--- src/rtl/mult_hilo_seq.sv ---
// Sequencer and HI/LO register pair around the iterative Booth multiplier.
// Optional: define MULT_HILO_ACCUM_EN to enable madd-style accumulation into HI:LO.
module mult_hilo_seq #(
  parameter int unsigned TIMEOUT_CYCLES = 40
) (
  input  logic        clock,
  input  logic        reset,
  input  logic        MultStart,
  input  logic        AccMode,
  input  logic [31:0] OpA,
  input  logic [31:0] OpB,
  input  logic [1:0]  MtCtrl,
  input  logic [31:0] MtData,
  input  logic        MultDone,
  input  logic [31:0] MultHIIn,
  input  logic [31:0] MultLOIn,
  output logic        MultCtrl,
  output logic [31:0] MultA,
  output logic [31:0] MultB,
  output logic [31:0] HIOut,
  output logic [31:0] LOOut,
  output logic        Stall,
  output logic        OpDone,
  output logic        MultErr
);

  localparam int unsigned CntW = $clog2(TIMEOUT_CYCLES + 1);

  typedef enum logic [1:0] {
    StIdle,
    StLaunch,
    StWait,
    StCommit
  } state_e;

  state_e          state_q, state_d;
  logic [CntW-1:0] cnt_q, cnt_d;
  logic [CntW-1:0] cnt_inc;
  logic [31:0]     a_q, a_d;
  logic [31:0]     b_q, b_d;
  logic [63:0]     prod_q, prod_d;
  logic [31:0]     hi_q, hi_d;
  logic [31:0]     lo_q, lo_d;
  logic            ctrl_q, ctrl_d;
  logic            stall_q, stall_d;
  logic            done_q, done_d;
  logic            err_q, err_d;
  logic [63:0]     commit_val;

`ifdef MULT_HILO_ACCUM_EN
  logic acc_q, acc_d;

  // Accumulate wraps modulo 2^64; the carry out of bit 63 is dropped.
  always_comb begin
    commit_val = prod_q;
    if (acc_q) begin
      commit_val = {hi_q, lo_q} + prod_q;
    end
  end
`else
  logic unused_acc;
  assign unused_acc = AccMode;
  assign commit_val = prod_q;
`endif

  assign cnt_inc = cnt_q + CntW'(1);

  always_comb begin
    state_d = state_q;
    cnt_d   = cnt_q;
    a_d     = a_q;
    b_d     = b_q;
    prod_d  = prod_q;
    hi_d    = hi_q;
    lo_d    = lo_q;
    err_d   = err_q;
`ifdef MULT_HILO_ACCUM_EN
    acc_d   = acc_q;
`endif

    unique case (state_q)
      StIdle: begin
        if (MultStart) begin
          a_d     = OpA;
          b_d     = OpB;
          cnt_d   = '0;
          state_d = StLaunch;
`ifdef MULT_HILO_ACCUM_EN
          acc_d   = AccMode;
`endif
        end else begin
          if (MtCtrl[0]) hi_d = MtData;
          if (MtCtrl[1]) lo_d = MtData;
        end
      end
      // MultDone still carries the previous op's flag here, so it is not looked at.
      StLaunch: state_d = StWait;
      StWait: begin
        if (MultDone) begin
          prod_d  = {MultHIIn, MultLOIn};
          state_d = StCommit;
        end else begin
          cnt_d = cnt_inc;
          if (cnt_inc == CntW'(TIMEOUT_CYCLES)) begin
            err_d   = 1'b1;
            state_d = StIdle;
          end
        end
      end
      StCommit: begin
        {hi_d, lo_d} = commit_val;
        state_d      = StIdle;
      end
      default: state_d = StIdle;
    endcase

    // Outputs are registered from the next state so they line up with the state they describe.
    ctrl_d  = (state_d == StLaunch) || (state_d == StWait);
    stall_d = (state_d != StIdle);
    done_d  = (state_d == StCommit);
  end

  always_ff @(posedge clock or posedge reset) begin
    if (reset) begin
      state_q <= StIdle;
      cnt_q   <= '0;
      a_q     <= '0;
      b_q     <= '0;
      prod_q  <= '0;
      hi_q    <= '0;
      lo_q    <= '0;
      ctrl_q  <= 1'b0;
      stall_q <= 1'b0;
      done_q  <= 1'b0;
      err_q   <= 1'b0;
`ifdef MULT_HILO_ACCUM_EN
      acc_q   <= 1'b0;
`endif
    end else begin
      state_q <= state_d;
      cnt_q   <= cnt_d;
      a_q     <= a_d;
      b_q     <= b_d;
      prod_q  <= prod_d;
      hi_q    <= hi_d;
      lo_q    <= lo_d;
      ctrl_q  <= ctrl_d;
      stall_q <= stall_d;
      done_q  <= done_d;
      err_q   <= err_d;
`ifdef MULT_HILO_ACCUM_EN
      acc_q   <= acc_d;
`endif
    end
  end

  assign MultCtrl = ctrl_q;
  assign MultA    = a_q;
  assign MultB    = b_q;
  assign HIOut    = hi_q;
  assign LOOut    = lo_q;
  assign Stall    = stall_q;
  assign OpDone   = done_q;
  assign MultErr  = err_q;

endmodule

--- config.mk ---
export PLATFORM = sky130hd
export DESIGN_NAME = mult_hilo_seq
export DESIGN_NICKNAME = d
export VERILOG_FILES = /design/src/rtl/mult_hilo_seq.sv
export SDC_FILE = /design/constraint.sdc
export NUM_CORES = 1
export LEC_CHECK = 0
export BUFFER_PORTS_ARGS = -buffer_cell sky130_fd_sc_hd__buf_2
export CORE_MARGIN = 3
export CORE_UTILIZATION = 45
export DETAILED_ROUTE_END_ITERATION = 16
export HOLD_SLACK_MARGIN = 0.12
export PLACE_DENSITY = 0.8
export SLEW_MARGIN = 20
export SYNTH_ARGS = -nofsm -noshare
export SYNTH_HDL_FRONTEND = slang
export SYNTH_SLANG_ARGS = --single-unit
--- constraint.sdc ---
create_clock -name clock -period 6.58 [get_ports clock]
set_clock_uncertainty 0.2 [all_clocks]
set_input_delay 0.658 -clock clock [delete_from_list [all_inputs] [get_ports clock]]
set_output_delay 0.658 -clock clock [all_outputs]
set_load 0.03 [all_outputs]
==> results of run 1 <==
flip-flops by register name, summed over array words and instances (netlist names):
| name | count |
|---|---|
| Stall | 1 |
| MultB | 32 |
| cnt_q | 6 |
| state_q | 2 |
| OpDone | 1 |
| commit_val | 64 |
| HIOut | 32 |
| MultErr | 1 |
| MultA | 32 |
| LOOut | 32 |
| MultCtrl | 1 |
where the power goes:
part           internal [mW]  total [mW]  switching (mW)
Clock                  0.775        1.26           0.484
Sequential              1.89        2.27           0.387
Combinational           1.03        2.61            1.57
path summary, 6_finish.rpt:
check	from	endpoint	slack [ns]	depth (start not counted)
setup / recovery	state_q[1]	OpDone	3.74	4
setup reg to reg	state_q[1]	OpDone	3.74	4
hold reg to reg	MultErr	MultErr	0.27	2
hold / removal	reset	MultA[2]	0.13	2
max in group asynchronous	reset	commit_val[28]	4.51	3
min in group clock	MultLOIn[16]	commit_val[16]	0.19	2
cell usage in the layout (no fill, tap or decap), drive strengths merged:
cell type,instances
nor4b,2
o21bai,1
mux2i,27
diode,1
bufinv,3
and3,37
nor3,1
clkinv,6
a21o,1
nand3b,1
or4,1
a221o,37
a22o,2
o2111ai,1
nor2,29
xor2,1
buf,304
clkinvlp,1
nand2,4
mux2,129
o311ai,1
dfrtp,204
a21oi,30
o21ai,4
and2,1
o311a,1
nand3,7
o31ai,1
or2,1
clkbuf,28
inv,4
nand2b,1
a32oi,1
or3b,2
a21boi,1
ha,3
cell families (layout without fill, tap and decap cells):
group | after synthesis | in the layout | share of synthesized area
fa+ha+maj | 3 | 3 | 0.00456
compound gates | 81 | 81 | 0.0758
mux | 156 | 156 | 0.212
buf+inv | 46 | 346 | 0.0272
simple gates | 87 | 87 | 0.0600
xor+xnor | 1 | 1 | 0.00106
flops | 204 | 204 | 0.620
other cells | 0 | 1 | 0
metrics by stage:
| step | instance area (um2) | total power, mW |
|---|---|---|
| detailed placement | 9870 | 4.91 |
| CTS | 10600 | 6.20 |
| floorplan | 8240 | 4.13 |
| global route | 10600 | 6.50 |
| global placement | 9870 | 4.83 |
| finish | 10600 | 6.14 |
routing by layer:
metal	vias up	global-route usage	wire length, um
li1	2682	-	-
met2	256	0.335	9930
met1	2839	0.252	8340
met5	-	0	7
met3	41	0.0684	2040
met4	2	0.0546	503
layout make-up:
type,instances,area share
Antenna cell,1,0.000236
Clock buffer,28,0.0579
Clock inverter,10,0.0120
Inverter,4,0.00212
Multi-Input combinational cell,328,0.275
Sequential cell,204,0.481
Tap cell,225,0.0265
Timing Repair Buffer,304,0.145
==> impl_metrics.json, run 1 <==
{
  "portBuffers": 297,
  "cts_htree_levels": 1,
  "maxSlewHeadroom": 0.312,
  "synthArstFlopShare": 1.00,
  "worst_hold_slack_ns": 0.127,
  "crit_required_ns": 6.76,
  "rsz0062_at_grt": "false",
  "gp_congestion": 0.838,
  "place_inst": 1065,
  "hold_path_class": "in2async",
  "grt_pass1_wl_um": 32200,
  "path_cells": "or3b_4 > and2_1 > inv_1 > ha_1",
  "cts_tree": "done",
  "routed_wl_um": 20800,
  "clk_pin_slew_worst_paths_ns": 0.06,
  "dieWidth_um": 141,
  "ys_ff_latch": 204,
  "ys.flop_type": "dfrtp_1",
  "core-area_mm2": 0.0176,
  "drtPass1Iterations": 7,
  "clockBufferDepth": 3,
  "maxCapViolations": 0,
  "antenna_found_initial": 1,
  "critPathLaunchType": "register",
  "vias": 5820,
  "drv_slew": 0,
  "dieArea_mm2": 0.0200,
  "critPathSlowestCell": "dfrtp_2",
  "syn_nets": 748,
  "cts.repair.resized": 0,
  "setup_viol": 0,
  "multi_input_area_mm2": 0.00292,
  "synth.top_cell.area_share": 0.620,
  "dp_hpwl_um": 14100,
  "initial_core_util": 0.468,
  "hold_buffers": 0,
  "yosysMostFrequentCell": "dfrtp_1",
  "pin_count": 299,
  "final_util": 0.603,
  "netlist_area_mm2": 0.00824,
  "synth_top_cells_by_area": "dfrtp_1, mux2_2, a221o_1",
  "placementRows": 48,
  "layout_worst_path_cycle_share": 0.431,
  "tns_ns": 0,
  "final.fill_count": 1376,
  "p_leak_nw": 5.22,
  "cp_max_fo": 69,
  "seqCellArea_mm2": 0.00511,
  "avgSynthCellArea_um2": 14.3,
  "postCtsSetupBuffers": 0,
  "crit_path_end_kind": "register",
  "cts.sinks": 204,
  "slowest_delay_ns": 1.01,
  "powerDensity_mw_per_mm2": 578,
  "cp_top_family": "simple AND/OR/NAND/NOR gates",
  "drive_above_1_share": 0.543,
  "max_freq_mhz": 352,
  "grt_pass1_vias": 5964,
  "outcome": "completed",
  "dr.first_iter.drc_count": 215,
  "fin_cells": 1104,
  "syn_to_final_growth_pct": 28.9,
  "remaining_drc_errors": 0,
  "yosysWarnings": 0,
  "period_needed_ns": 2.84,
  "grt_overflow": 0,
  "synth_sequential_area_ratio": 0.620,
  "path_class": "reg2reg",
  "synthesis.instances": 578,
  "critPathBufInv": 1,
  "numCtsBuffers": 22,
  "postRouteAntennaNets": 0,
  "grt_max_degree": 133,
  "clock_latency_ns": 0.49,
  "post_drt_wl_per_cell_um": 18.9,
  "arrival_ns": 3.02,
  "synth-edff-count": 0,
  "worstMarginPinSlew_ns": 1.03,
  "yosysTopAreaCell": "dfrtp_1",
  "yosysUniqueCellTypes": 36,
  "track_usage": 0.201,
  "yosys-top-cells-count": "dfrtp_1, mux2_2, a221o_1, and3_1, a21oi_1",
  "final_hold_viol_count": 0,
  "fin_ws_ns": 3.74,
  "dieHeight_um": 141,
  "final_nets": 1034,
  "vias_per_cell": 5.27,
  "clock-root-buffer": "clkbuf_16",
  "place_ws_ns": 3.80,
  "ir_worst_vdd_uv": 437
}
(Power assumes the default switching activity.)
==> inputs of run 2 (changes only) <==
clock period = 2.6 ns   (was 6.58 ns; I/O delays follow)
==> impl_metrics.json, run 2 (synthesis gave the netlist of run 1 again) <==
{
  "outcome": "completed",
  "drive_above_1_share": 0.464,
  "cts_tree": "done",
  "rsz0062_at_grt": "false",
  "clock_latency_ns": 0.48,
  "hold_path_class": "in2async",
  "diodes": 0,
  "antenna_found_initial": 0,
  "postRouteAntennaNets": 0,
  "setup_viol": 0,
  "post_drt_wl_per_cell_um": 20.1,
  "p_leak_nw": 6.02,
  "gp_congestion": 0.770,
  "routed_wl_um": 25700,
  "final_hold_viol_count": 0,
  "cts.sinks": 204,
  "grt_pass1_wl_um": 40000,
  "max_freq_mhz": 481,
  "powerDensity_mw_per_mm2": 1320,
  "final_util": 0.710,
  "syn_to_final_growth_pct": 51.6,
  "arrival_ns": 2.30,
  "pin_count": 299,
  "postCtsSetupBuffers": 0,
  "maxSlewHeadroom": 0.356,
  "core-area_mm2": 0.0176,
  "initial_core_util": 0.468,
  "crit_required_ns": 2.82,
  "track_usage": 0.251,
  "final_cell_mix": "buf_2, dfrtp_1, dlygate4sd3_1",
  "path_class": "reg2reg",
  "numCtsBuffers": 23,
  "drtPass1Iterations": 4,
  "place_inst": 1075,
  "layout_worst_path_cycle_share": 0.799,
  "placementRows": 48,
  "final.fill_count": 1108,
  "grt_overflow": 0,
  "dr.first_iter.drc_count": 249,
  "drv_slew": 0,
  "clk_pin_slew_worst_paths_ns": 0.06,
  "worstMarginPinSlew_ns": 0.966,
  "largest_reg_flops": 64,
  "crit_path_end_kind": "register",
  "critPathLaunchType": "register",
  "grt_max_degree": 90,
  "cp_max_fo": 20,
  "dieHeight_um": 141,
  "clockBufferDepth": 3,
  "maxCapViolations": 0,
  "fin_cells": 1279,
  "dp_hpwl_um": 15100,
  "seqCellArea_mm2": 0.00511,
  "dieWidth_um": 141,
  "final_common_cell": "buf_2",
  "multi_input_area_mm2": 0.00292,
  "grt_pass1_vias": 7386,
  "cts_htree_levels": 1,
  "portBuffers": 297,
  "vias_per_cell": 5.35,
  "period_needed_ns": 2.08,
  "clock-root-buffer": "clkbuf_16",
  "remaining_drc_errors": 0,
  "vias": 6841,
  "dieArea_mm2": 0.0200,
  "final_nets": 1208,
  "ir_worst_vdd_uv": 948
}
==> run 2: cell types whose count changed in the layout (fill, tap and decap cells not counted) <==
| cell | change |
|---|---|
| buf_12 | +7 |
| buf_4 | +3 |
| bufinv_16 | +1 |
| clkbuf_1 | +1 |
| clkbuf_8 | +5 |
| clkinv_2 | -4 |
| clkinv_4 | +1 |
| diode_2 | -1 |
| dlygate4sd3_1 | +163 |
| inv_8 | -1 |
==> run 2: worst max-delay path, stage by stage, from the launching register on <==
cell	delay [ns]
dfrtp_2	0.50
buf_4	0.24
a21oi_2	0.79
a221o_1	0.29
==> run 2: metrics by stage <==
step	hold slack, ns	setup slack, ns	TNS [ns]	area (um2)	power (mW)
2_1_floorplan	0.206	-0.504	-102.87	8240	10.5
5_1_grt	0.163	0.388	0	12500	17.2
3_5_place_dp	0.119	0.509	0	10000	12.6
6_report	0.148	0.521	0	12500	16.4
4_1_cts	0.149	0.506	0	12500	16.4
3_3_place_gp	0.112	0.538	0	10000	12.4
==> run 2: path summary, 6_finish.rpt <==
| kind | cells past startpoint | to | start | slack, ns |
|---|---|---|---|---|
| max | 3 | HIOut[20] | state_q[1] | 0.52 |
| max in group asynchronous | 5 | commit_val[45] | reset | 1.19 |
| min reg2reg | 2 | MultErr | MultErr | 0.28 |
| max reg2reg | 3 | HIOut[20] | state_q[1] | 0.52 |
| min in group clock | 2 | MultErr | MultErr | 0.28 |
| min | 3 | MultB[26] | reset | 0.15 |
==> run 2: routing by layer <==
metal	wire length, um	share of wire	track usage
met1	9910	0.39	0.297
met2	13000	0.51	0.446
met3	2010	0.078	0.0630
met4	791	0.031	0.0821
met5	0	0	0
==> run 2: area by class of cell <==
class                           instances  area share
Clock buffer                           34      0.0550
Timing Repair Buffer                  477       0.267
Multi-Input combinational cell        328       0.234
Inverter                                4     0.00150
Clock inverter                          7      0.0111
Tap cell                              225      0.0225
Sequential cell                       204       0.409
==> run 2: where the power goes <==
group	switching, mW	internal, mW
Sequential	0.926	4.79
Combinational	4.36	2.87
Clock	1.26	2.22
==> run 2: timing repair <==
action / CTS / global route
gates resized for setup: 0 / 0
hold endpoints to repair: 351 / 0
hold buffers: 163 / 0
==> inputs of run 3 (changes only) <==
PLACE_DENSITY = 0.77   (was 0.8)
clock period = 2 ns   (was 2.6 ns; I/O delays follow)
==> impl_metrics.json, run 3 (synthesis gave the netlist of run 1 again) <==
{
  "fin_ws_ns": 0.0545,
  "seqCellArea_mm2": 0.00511,
  "rrSetupSlack_ns": 0.05,
  "maxSlewHeadroom": 0.611,
  "drtPass1Iterations": 4,
  "arrival_ns": 2.11,
  "drive_above_1_share": 0.469,
  "rr_startpoint": "state_q[1]",
  "clk_pin_slew_worst_paths_ns": 0.06,
  "switching_share": 0.406,
  "final_cell_mix": "buf_2, dfrtp_1, dlygate4sd3_1",
  "gp_congestion": 0.863,
  "final_hold_viol_count": 0,
  "syn_to_final_growth_pct": 51.6,
  "grt_pass1_vias": 7342,
  "track_usage": 0.255,
  "cts.sinks": 204,
  "gr-usage-met3": 0.0677,
  "critPathLaunchType": "register",
  "numCtsBuffers": 22,
  "final_nets": 1212,
  "p_leak_nw": 6.02,
  "met1_usage": 0.312,
  "crit_path_end_kind": "register",
  "grt_overflow": 0,
  "portBuffers": 297,
  "final.fill_count": 1145,
  "dr.first_iter.drc_count": 305,
  "vias_per_cell": 5.22,
  "post_drt_wl_per_cell_um": 20.2,
  "power_frac_clock": 0.192,
  "postCtsSetupBuffers": 0,
  "hold_path_class": "in2async",
  "vias": 6707,
  "seq_power_share": 0.356,
  "dp_hpwl_um": 15100,
  "remaining_drc_errors": 0,
  "layout_worst_path_cycle_share": 0.973,
  "grt_pass1_wl_um": 40500,
  "antenna_found_initial": 2,
  "powerDensity_mw_per_mm2": 1680,
  "drv_slew": 0,
  "final_common_cell": "buf_2",
  "outcome": "completed",
  "reg2reg_to": "HIOut[16]",
  "power_frac_comb": 0.452,
  "grt_max_degree": 90,
  "placementRows": 48,
  "place_ws_ns": 0.0598,
  "routed_wl_um": 26000,
  "multi_input_area_mm2": 0.00293,
  "dieHeight_um": 141,
  "postRouteAntennaNets": 0,
  "initial_core_util": 0.468,
  "max_freq_mhz": 514,
  "dieArea_mm2": 0.0200,
  "dieWidth_um": 141,
  "final_util": 0.710,
  "ir_worst_vdd_uv": 1290,
  "p_int_mw": 12.5,
  "clockBufferDepth": 3,
  "setup_viol": 0,
  "gr-usage-met2": 0.439,
  "largest_reg_flops": 64,
  "period_needed_ns": 1.95,
  "cts_tree": "done",
  "cts_htree_levels": 1,
  "crit_required_ns": 2.16,
  "clock_latency_ns": 0.49,
  "path_class": "reg2reg",
  "busiest_layer": "met2",
  "worstMarginPinSlew_ns": 0.582,
  "pin_count": 299,
  "maxCapViolations": 0,
  "cp_max_fo": 32,
  "core-area_mm2": 0.0176,
  "clock-root-buffer": "clkbuf_16",
  "p_sw_mw": 8.53,
  "r2r_cells": 4
}
## run 3: per-layer routing
layer  up-vias  routed length (um)
met5         -                  13
met1      3280               10200
li1       3042                   -
met3        71                1930
met4         2                 921
met2       312               13000
## run 3: worst max path at each step
| stage | cells past startpoint | end | startpoint | slack (ns) |
|---|---|---|---|---|
| after floorplan | 1 | HIOut[0] | reset | -1.04 |
| after global placement | 3 | HIOut[22] | state_q[0] | 0.13 |
| after detailed placement | 3 | HIOut[18] | state_q[0] | 0.06 |
| after CTS | 3 | HIOut[22] | state_q[0] | 0.05 |
| after global routing | 4 | HIOut[16] | state_q[1] | -0.006 |
| final | 4 | HIOut[16] | state_q[1] | 0.05 |
## run 3: stage by stage
step | total power [mW] | instances | hold slack [ns] | setup TNS (ns) | cell area [um2]
final | 21.0 | 1284 | 0.205 | 0 | 12500
after global routing | 22.1 | 1284 | 0.215 | -0.00779 | 12500
after CTS | 20.8 | 1283 | 0.176 | 0 | 12500
after detailed placement | 16.5 | 1080 | 0.160 | 0 | 10100
after floorplan | 13.6 | 578 | 0.146 | -213.03 | 8260
after global placement | 16.2 | 1080 | 0.159 | 0 | 10100
## run 3: worst max-delay path, cell delays in order (launching register included)
cell and delay [ns]:
dfrtp_2 0.50, nor4b_4 0.45, buf_12 0.29, mux2i_1 0.26, a21oi_1 0.09
## run 3: power groups by stage
stage	Sequential, mW	Clock (mW)	Combinational, mW
4_1_cts	7.33	4.11	9.38
2_1_floorplan	9.80	0	3.82
5_1_grt	7.69	4.30	10.1
3_3_place_gp	7.27	0	8.92
6_report	7.48	4.05	9.50
3_5_place_dp	7.37	0	9.12
## run 3: final cells by class
cell class,instances,area share
diodes,1,0.000200
inverters,4,0.00150
flip-flops and latches,204,0.409
clock inverters,9,0.00581
clock buffers,31,0.0525
multi-input cells,328,0.235
well taps,225,0.0225
repair buffers,482,0.274
## run 3: what timing repair did
action,CTS,global route
hold buffers,163,0
setup endpoints to repair,0,17
endpoints found under the hold margin,403,0
resized for setup,0,2
